--- config.mk ---
export PLATFORM = sky130hd
export DESIGN_NAME = bit_shifter
export DESIGN_NICKNAME = d
export VERILOG_FILES = /design/src/rtl/bit_shifter_pkg.sv /design/src/rtl/bit_shifter_debounce.sv /design/src/rtl/bit_shifter.sv
export SDC_FILE = /design/constraint.sdc
export NUM_CORES = 1
export LEC_CHECK = 0
export CAP_MARGIN = 20
export CORE_MARGIN = 1
export CORE_UTILIZATION = 50
export DETAILED_ROUTE_END_ITERATION = 6
export PLACE_DENSITY = 0.69
export SYNTH_ARGS = -nofsm -noshare
export SYNTH_HDL_FRONTEND = slang
export SYNTH_SLANG_ARGS = --single-unit
--- constraint.sdc ---
create_clock -name clk -period 4.6 [get_ports clk]
set_input_delay 1.15 -clock clk [delete_from_list [all_inputs] [get_ports clk]]
set_output_delay 1.15 -clock clk [all_outputs]
set_load 0.01 [all_outputs]
--- src/rtl/bit_shifter_pkg.sv ---
// Purpose: shared widths, types and helpers for the bit_shifter delay line.
// Latency: n/a (types and constants only).
// Backpressure: n/a.
package bit_shifter_pkg;

  // Delay setting width; the delay line is one tap short of 2^LEN_W because
  // setting 0 selects the undelayed input directly.
  localparam int LEN_W  = 4;
  localparam int HIST_D = (1 << LEN_W) - 1;

  typedef logic [LEN_W-1:0]  len_t;
  typedef logic [HIST_D-1:0] hist_t;

  // Advance the delay setting; wraps 15 -> 0 naturally through the width.
  function automatic len_t len_next(input len_t cur);
    return cur + len_t'(1);
  endfunction

endpackage

--- src/rtl/bit_shifter_debounce.sv ---
// Purpose: push-button conditioning: 2-flop sync, sample divider, N-sample filter.
// Latency: btn_stable settles 2 + up to (N+1)*DIV clocks after a clean level.
// Backpressure: none; free-running, no handshake.
//
// Ports:
//   clk        - system clock
//   rst        - synchronous active-high reset (already combined with POR)
//   btn_raw    - asynchronous bouncy button, active-high
//   btn_stable - filtered button level
//   o_clk      - heartbeat, toggles on every sample tick
module bit_shifter_debounce
  import bit_shifter_pkg::*;
#(
  parameter int DIV = 50_000,
  parameter int N   = 8
) (
  input  logic clk,
  input  logic rst,
  input  logic btn_raw,
  output logic btn_stable,
  output logic o_clk
);

  localparam int CW = (DIV > 1) ? $clog2(DIV) : 1;

  logic [1:0]    sync_q;
  logic [CW-1:0] div_cnt;
  logic          sample_en;
  logic [N-1:0]  smp_hist;

  assign sample_en = (div_cnt == CW'(DIV - 1));

  always_ff @(posedge clk) begin
    if (rst) begin
      sync_q   <= '0;
      div_cnt  <= '0;
      o_clk    <= 1'b0;
      smp_hist <= '0;
    end else begin
      sync_q <= {sync_q[0], btn_raw};
      if (sample_en) begin
        div_cnt  <= '0;
        o_clk    <= ~o_clk;
        smp_hist <= {smp_hist[N-2:0], sync_q[1]};
      end else begin
        div_cnt <= div_cnt + CW'(1);
      end
    end
  end

  // Level only moves on a unanimous history; mixed history holds the old level,
  // so any bounce or gap shorter than N samples is ignored.
  always_ff @(posedge clk) begin
    if (rst) begin
      btn_stable <= 1'b0;
    end else if (&smp_hist) begin
      btn_stable <= 1'b1;
    end else if (~|smp_hist) begin
      btn_stable <= 1'b0;
    end
  end

endmodule

--- src/rtl/bit_shifter.sv ---
// Purpose: programmable 0..15-cycle delay of cs/sdo, delay stepped by a debounced button.
// Latency: len cycles on o_cs/miso (len 0 is purely combinational).
// Backpressure: none; streams every clock, no handshake.
//
// Ports:
//   clk, rst      - system clock, synchronous active-high reset (ORed with POR)
//   cs, sdo       - upstream SPI chip select and serial data
//   btn_raw       - bouncy push-button, each press advances the delay by one
//   o_cs, miso    - delayed cs / sdo
//   o_clk         - debounce heartbeat
//   o_cs_en       - high whenever a non-zero delay is selected
module bit_shifter
  import bit_shifter_pkg::*;
#(
  parameter int DIV = 50_000,
  parameter int N   = 8
) (
  input  logic clk,
  input  logic rst,
  input  logic cs,
  input  logic sdo,
  input  logic btn_raw,
  output logic miso,
  output logic o_cs,
  output logic o_clk,
  output logic o_cs_en
);

  // Power-on reset: relies on the flops powering up at 0, which holds the
  // block in reset for the first two clocks until ones have shifted through.
  logic [1:0] por_sr;
  logic       rst_i;

  always_ff @(posedge clk) begin
    por_sr <= {por_sr[0], 1'b1};
  end

  assign rst_i = rst | ~por_sr[1];

  logic btn_stable;
  logic btn_stable_q;
  len_t len;
  hist_t cs_hist;
  hist_t sdo_hist;

  bit_shifter_debounce #(
    .DIV (DIV),
    .N   (N)
  ) u_debounce (
    .clk        (clk),
    .rst        (rst_i),
    .btn_raw    (btn_raw),
    .btn_stable (btn_stable),
    .o_clk      (o_clk)
  );

  // Only the rising edge of the filtered level counts, so a held button
  // produces exactly one step. The delay lines are never flushed when len
  // changes; the new tap takes effect on the following cycle.
  always_ff @(posedge clk) begin
    if (rst_i) begin
      btn_stable_q <= 1'b0;
      len          <= '0;
      cs_hist      <= '0;
      sdo_hist     <= '0;
    end else begin
      btn_stable_q <= btn_stable;
      if (btn_stable && !btn_stable_q) begin
        len <= len_next(len);
      end
      cs_hist  <= {cs_hist[HIST_D-2:0], cs};
      sdo_hist <= {sdo_hist[HIST_D-2:0], sdo};
    end
  end

  // Prepending the live input as tap 0 makes len==0 the combinational bypass
  // and len==k select hist[k-1] with a single index.
  logic [HIST_D:0] cs_tap;
  logic [HIST_D:0] sdo_tap;

  assign cs_tap  = {cs_hist, cs};
  assign sdo_tap = {sdo_hist, sdo};

  assign o_cs    = cs_tap[len];
  assign miso    = sdo_tap[len];
  assign o_cs_en = (len != '0);

endmodule

==> results by stage, run 1 <==
Synth:
- Counting every net in the synthesized netlist gives approximately 240.
- Summing the areas of all compound-gate instances in the mapped netlist gives 1.044% of the synthesized area.
- After Yosys synthesis, XOR and XNOR cells account for approximately 6.6% of the synthesized area.
- The mux share of post-synthesis cell area is between 10% and 20%.
- After synthesis, the mean cell area works out to between 10 and 15 µm².
- Counting flops and latches in the post-synthesis netlist gives 63.
- The number of different library cells used by synthesis comes to 25.
- The gate count of the mapped netlist is between 200 and 250.
- By area, the combinational part of the netlist is dominated by simple AND/OR/NAND/NOR gates.
- The area share of fa/ha/maj cells after synthesis is approximately 1.6%.
- Of the synthesized area, sequential elements account for 52.64%.
- The number of warning messages in the yosys log is 0.
- The netlist area before placement is between 2000 and 2500 µm².
- The simple-gate share of the synthesized area is ~24%.

STA:
- The final number of hold-violating endpoints is 0.
- Hold timing on the final database bottoms out at a slack of between 400 and 500 ps.
- Setup repair after global routing left no endpoint under its margin.
- The final-layout setup total negative slack is 0 ps.
- The final setup violation count is 0.
- The slew at the pin closest to its max-slew limit is ~800 ps.
- The final critical delay including setup and external delays is 3992 ps.
- The final number of max-transition violations is 0.
- Dividing the final minimum period by the clock period gives 86.79%.
- On the final layout, the worst clock skew is 5.584 ps.
- Headroom to the max-slew limit came out at 46.68%.
- Timing would allow up to approximately 0.25 GHz.

Route:
- The overall via count from detail_route is about 1,500.
- After the first detailed-routing iteration, the DRC count stood at 38.
- For this run, design rule violations remaining after detail routing come to 0.
- The total detailed-routing wirelength is 3.604 mm.
- The number of optimization iterations in the first detailed-route pass is 4.
- Dividing the detail-routed via count by the number of cells gives between 5 and 6.
- The final antenna-violating net count is 0.
- The wire length per cell is approximately 12 µm.

Die:
- The floorplan row count is 24.
- For this design the top-level I/O count stands at 9.
- The total area inside the core boundary comes to between 4000 and 5000 µm².
- The initial cell density of the core is between 50% and 60%.
- From bottom edge to top edge, the die measures a little over 70 µm.
- The area of the die is between 5000 and 6000 µm².
- The die extent in x is around 71 µm.

Layout:
- The fraction of layout cells with a size suffix above 1 is 9.836%.
- The area growth from synthesis to layout is 10.97%.
- Cells fill between 50% and 60% of the core in the end.
- 0 antenna diodes ended up in the layout.
- The number of standard cells in the layout, taps in and fillers out is ~300.
- The most common cell after layout, fill and taps aside is dfxtp_1.
- The final layout net count is about 250.
- The top cell types in the final layout, fill and taps aside, are dfxtp_1, nor2_1, nor2b_1.

Critical path:
- The largest fanout on the critical path is 2.
- On the worst path, the slowest cell contributes a delay of 480 ps.
- The slowest library cell on the worst path is clkdlybuf4s50_1.
- The worst setup path is captured at an output pin.
- The critical path's most frequent cell is clkdlybuf4s50_1.
- The worst register-to-register path ends at u_debounce.div_cnt[11]$_SDFF_PP0_.
- The number of buffers and inverters on the critical path is 2.
- The endpoint arrival time on the critical path is 2840 ps.
- At the worst endpoint, the required time is about 3500 ps.
- The setup check on the worst reg-to-reg path leaves a slack of around 2400 ps.
- The dominant delay contributor by cell family on the critical path is buffers and inverters.
- The worst setup path is of the input pin to output pin kind.
- The element type at the critical path start is an input pin.
- The cell count of the worst reg-to-reg path is 5.
- The startpoint of the lowest-slack register-to-register path is u_debounce.div_cnt[0]$_SDFF_PP0_.
- The critical path goes through clkdlybuf4s50_1 -> mux4_2 -> a22oi_1 -> nand3_1 -> clkdlybuf4s50_1.

Power and ir drop:
- The cell-internal power is between 0.7 and 0.8 mW.
- The proportion of total power due to net switching is 21.73%.
- Dividing total power by cell area gives a power density of around 370 nW/µm².
- In this run, the clock network consumes 40.9% of the power.
- The sequential power share is between 50% and 60%.
- The combinational fraction of design power is 2.5%.
- Total power for the finished layout comes to just under 1 mW.
- The worst-case IR drop observed on VDD is around 0.00022 V.
- The analysis attributes to net switching a power of 0.2131 mW.
- The analysis attributes to cell leakage a power of a little over 1 nW.

Clock network:
- CTS built an H-tree with a depth of 3.
- Clock latency on the worst-skew pair, taken at its later pin, is about 330 ps.
- The CTS tree is done.
- The number of gates resized after CTS was 0.
- No sink is reached through more buffers than the 2 on the longest clock path.
- The number of setup buffers added after CTS is 0.
- The clock net in this run drives a total of between 60 and 70 sinks.
- In this run the clock root is driven by a clkbuf_8.
- The register clock-pin slew on the reported worst setup and hold paths is 60 ps.
- The number of hold buffers added after cts is 0.
- Buffers inserted during clock tree synthesis total 9.

Placement:
- The wire-length estimate of the detail-placed layout is approximately 2.4 mm.
- The port buffer count is 8.
- The final weighted congestion in routability-driven placement is about 0.77.
- After detailed placement, the design holds a cell count of 281.

Status:
- The run finished with clean final reports.

Global routing:
- For this run, global-route usage on met1 was measured as a little over a fifth.
- The global routing usage on met3 is 8.861%.
- The overall routing resource usage is ~17%.
- Entering global routing, the biggest net connects 27 pins.
- Summed over all layers, the global routing overflow is 0.
- For met2 alone, demand over resource in global routing was between 20% and 30%.
- The wire length of the first global-routing pass is roughly 6.3 mm.
- The number of antenna violations at the first check in global routing is 0.
- met2 is the most crowded layer.
- The via count of the first global-routing pass came to 1,395.

Hold path:
- The launch point of the worst hold path is u_debounce.sync_q[0]$_SDFF_PP0_.
- The class of the tightest hold or removal check is flop to flop.
- The hold path endpoint is u_debounce.sync_q[1]$_SDFF_PP0_.
- The count of cells along the worst hold path is 1.

Flow run:
- Across the run, the number of max-cap violations was 0.
## worst max path at each step
stage,cells after the start,startpoint,end
floorplan,3,sdo,miso
global placement,5,cs,o_cs
detailed placement,5,cs,o_cs
CTS,5,cs,o_cs
global route,5,cs,o_cs
finish,5,cs,o_cs
## kinds of logic after synthesis
| kind of cell | after synthesis |
|---|---|
| xor+xnor | 18 |
| simple gates | 110 |
| flops | 63 |
| mux | 16 |
| fa+ha+maj | 3 |
| compound gates | 4 |
| buf+inv | 15 |
## routing by layer
metal	up-vias	part of all wire [%]
li1	789	-
met1	712	50
met2	24	43
met3	6	4.8
met4	0	1.6
met5	-	0
## Yosys cell counts
master,instances,area [µm²]
dfxtp_1,63,1261
nor2_1,37,138.9
nor2b_1,36,225.2
xnor2_1,14,122.6
nand3_1,9,45.04
mux2i_1,8,80.08
mux4_2,8,180.2
nand2_1,8,30.03
inv_1,6,22.52
nand4_1,6,37.54
clkbuf_1,5,18.77
nor4_1,5,31.28
nor3_1,4,20.02
xor2_1,4,35.03
ha_1,3,37.54
a21oi_1,2,10.01
a22oi_1,2,15.01
or4b_1,2,20.02
buf_1,1,3.750
buf_2,1,5.000
buf_6,1,11.26
buf_8,1,15.01
nand2b_4,1,13.76
nand4b_1,1,8.760
or4_1,1,7.510
## flip-flops by register name, summed over array words and instances, names as in the netlist
signal and cells:
u_debounce.o_clk 1, btn_stable_q 1, u_debounce.btn_stable 1, u_debounce.smp_hist 8, cs_hist 15, u_debounce.div_cnt 16
u_debounce.sync_q 2, len 4, sdo_hist 15
## power by group through the flow
stage | logic [mW] | registers (mW) | clock network, mW
floorplan | 0.0177 | 0.566 | 0
global placement | 0.0248 | 0.567 | 0
detailed placement | 0.0251 | 0.567 | 0
CTS | 0.0252 | 0.555 | 0.417
global route | 0.0274 | 0.555 | 0.446
finish | 0.0247 | 0.555 | 0.401
## area by class of cell
| type | count | area, µm² |
|---|---|---|
| Inverter | 6 | 22.52 |
| Clock buffer | 11 | 141.4 |
| Tap cell | 52 | 65.06 |
| Fill cell | 375 | 1815 |
| Clock inverter | 4 | 22.52 |
| Timing Repair Buffer | 9 | 87.58 |
| Multi-Input combinational cell | 151 | 1059 |
| Sequential cell | 63 | 1261 |
## stage by stage
step	instance area [µm²]	setup WS, ps
after floorplan	2396	1554
after global placement	2495	613.4
after detailed placement	2495	604.4
after CTS	2659	602.3
after global routing	2659	533.3
final	2659	607.8
Note: power is estimated with default switching activity, not from simulation.
==> run 2, diff against run 1 <==
--- a/config.mk
+++ b/config.mk
@@ -10,6 +10,8 @@
 export CORE_UTILIZATION = 50
 export DETAILED_ROUTE_END_ITERATION = 6
 export PLACE_DENSITY = 0.69
+export SKIP_CTS_REPAIR_TIMING = 1
+export SLEW_MARGIN = 20
 export SYNTH_ARGS = -nofsm -noshare
 export SYNTH_HDL_FRONTEND = slang
 export SYNTH_SLANG_ARGS = --single-unit
==> results of run 2 <==
Same layout as run 1: the final DEF is identical, and so are final timing and power.
==> run 3, diff against run 2 <==
--- a/config.mk
+++ b/config.mk
@@ -9,7 +9,7 @@
 export CORE_MARGIN = 1
 export CORE_UTILIZATION = 50
 export DETAILED_ROUTE_END_ITERATION = 6
-export PLACE_DENSITY = 0.69
+export PLACE_DENSITY = 0.78
 export SKIP_CTS_REPAIR_TIMING = 1
 export SLEW_MARGIN = 20
 export SYNTH_ARGS = -nofsm -noshare
==> run 3 against run 2 <==
Against the previous run:
- the flow now finishes with violations (DRC)
- sequential power barely moved
- critical endpoint unchanged
- wire length rose by 6.1%
- combinational power barely moved
- die area did not move
- global-route usage rose by 0.49 points
- highest routed layer unchanged
- first-iteration DRC count rose to 2.8 times the previous value
==> results by stage, run 3 (same netlist as run 1, synthesis figures left out) <==
STA:
- The final critical delay including setup and external delays is 3933 ps.
- For this run, the top clock speed supported by timing is 0.2543 GHz.
- In this run the tightest slew margin relative to its limit is approximately 55%.
- The final number of hold-violating endpoints is 0.
- The largest clock skew in the final design is approximately 10 ps.
- The final number of max-transition violations is 0.
- For the pin with the worst max-slew slack, the measured transition is between 600 and 700 ps.
- The final-layout setup total negative slack is 0 ps.
- Setup violations remaining at the end of the flow were counted as 0.
- Setup repair after global routing left no endpoint under its margin.
- The ratio of final minimum period to clock period is around 85%.

Placement:
- The port buffer count is 8.
- Detailed placement finished with a half-perimeter wire length of between 2 and 2.5 mm.
- The number of placed instances, taps included, is around 280.
- The final weighted congestion in routability-driven placement is approximately 0.76.

Status:
- The checks that failed: DRC.
- The flow ran to the end, but the final reports show violations.

Power and ir drop:
- In this run the static leakage power is 1.023 nW.
- The proportion of total power due to net switching is around a fifth.
- The maximum vdd drop is approximately 0.00018 V.
- The overall power is about 1.1 mW.
- Combinational logic is responsible for approximately 2.2% of the overall power.
- The power density over the cells is approximately 410 nW/µm².
- Of the total power, registers draw between 50% and 60%.
- For this design the total switching power over the nets is between 0.2 and 0.25 mW.
- In this run, the clock network consumes a little under half of the power.
- The cell-internal power is around 0.87 mW.

Global routing:
- The wire length of the first global-routing pass is 6.596 mm.
- The number of antenna violations at the first check in global routing is 0.
- For this run, the total global-route usage over all layers was measured as ~17%.
- The via count of the first global-routing pass is about 1,400.
- Entering global routing, the biggest net connects just under 50 pins.
- Global routing finished with a remaining overflow of 0.

Layout:
- Of the cells placed in the final design, the portion with a size suffix greater than 1 is about a tenth.
- Registers take around 1300 µm².
- The repair_antennas step left the layout with diodes totalling 0.
- The final layout contains roughly 250 nets.
- From synthesis to final layout, the design area changed by 13.32%.
- The layout has 358 filler cells.
- Cells fill 60.68% of the core in the end.
- Counting flops per register, the top entry is u_debounce.div_cnt.
- The library cell used most frequently in the layout, excluding fill and tap cells, is dfxtp_1.
- The number of standard cells in the layout, taps in and fillers out is between 200 and 300.
- The largest registers in the layout are u_debounce.div_cnt: 16 flops, cs_hist: 15 flops, sdo_hist: 15 flops.
- The number of flip-flops under the largest register name is 16.
- Leaving out fill and tap cells, the most frequent cells in the layout are dfxtp_1, nor2_1, nor2b_1.
- In the final layout, the multi-input gates occupy 1059 µm².

Critical path:
- The endpoint arrival time on the critical path is about 2800 ps.
- The endpoint type of the worst setup path is an output pin.
- Along the worst path, the maximum fanout reaches 2.
- The data required time of the critical path is around 3500 ps.
- The reg2reg setup slack is ~2300 ps.
- The element type at the critical path start is an input pin.
- The kind of critical path is input pin to output pin.

Clock network:
- The register clock-pin slew on the reported worst setup and hold paths is around 60 ps.
- The largest buffer count on any clock path is 2.
- The CTS H-tree depth is 3.
- The clock latency on the worst-skew pair is ~340 ps.
- The clock sink total is 63.
- The buffer type at the clock tree root is clkbuf_8.
- The total CTS buffers is 9.
- The CTS tree is done.

Die:
- The core region area is 4474 µm².
- During I/O placement, the number of pins put on the boundary was 9.
- The die is between 70 and 80 µm wide.
- The die height is a little over 70 µm.
- The initial utilization of the core area, before any placement, comes to ~54%.
- The area of the die is ~5100 µm².
- The initialized floorplan defines 24 standard-cell rows.

Route:
- The number of optimization iterations in the first detailed-route pass is 6.
- The final antenna-violating net count is 0.
- The vias per cell is a little over 5.
- The wire length per cell is around 13 µm.
- The remaining routing DRC violations is 1.
- Summing over every cut layer, the via total after detailed routing is between 1,500 and 2,000.
- The total detailed-routing wirelength is approximately 3.8 mm.
- The first-iteration detailed-routing DRC count is around 110.

Hold path:
- In this run the worst hold path is classified as flop to flop.

Flow run:
- The tool flagged a number of max-cap violations equal to 0.
## run 3: path summary, 6_finish.rpt
kind,from,end,depth (start not counted)
worst max-delay path,cs,o_cs,5
worst min register to register,u_debounce.sync_q[0]$_SDFF_PP0_,u_debounce.sync_q[1]$_SDFF_PP0_,1
worst min-delay path,u_debounce.sync_q[0]$_SDFF_PP0_,u_debounce.sync_q[1]$_SDFF_PP0_,1
worst max register to register,u_debounce.div_cnt[0]$_SDFF_PP0_,u_debounce.div_cnt[3]$_SDFF_PP0_,5
## run 3: cell type report
cell class                      instances  share of cell area, %
Clock buffer                            9                  4.562
Clock inverter                          7                  3.548
Inverter                                6                 0.8295
Multi-Input combinational cell        151                  38.99
Sequential cell                        63                  46.45
Tap cell                               52                  2.396
Timing Repair Buffer                    9                  3.226
## run 3: critical path, stage by stage
cell and delay, ps:
clkdlybuf4s50_1 400, mux4_2 450, a22oi_1 200, nand3_1 100
clkdlybuf4s50_1 480
## run 3: metal layers
| metal | track usage, % | wire length, µm | vias to the layer above |
|---|---|---|---|
| met2 | 23.60 | 1682 | 25 |
| met5 | 0 | 0 | - |
| met4 | 8.889 | 50 | 0 |
| li1 | - | - | 789 |
| met1 | 23.22 | 1949 | 711 |
| met3 | 6.892 | 143 | 4 |
## run 3: power groups by stage
stage,logic [mW],registers [mW],clock network [mW]
global route,0.0270,0.555,0.559
finish,0.0246,0.555,0.523
floorplan,0.0177,0.566,0
detailed placement,0.0247,0.567,0
CTS,0.0249,0.555,0.535
global placement,0.0244,0.567,0
## run 3: stage by stage
step / setup slack [ps] / hold WS, ps / cell area, µm²
after floorplan: 1554 / 413.8 / 2396
after global placement: 679.7 / 418.4 / 2495
after detailed placement: 669.7 / 428.9 / 2495
after CTS: 658.4 / 444.7 / 2715
after global routing: 610.9 / 454.8 / 2715
final: 667.0 / 437.8 / 2715
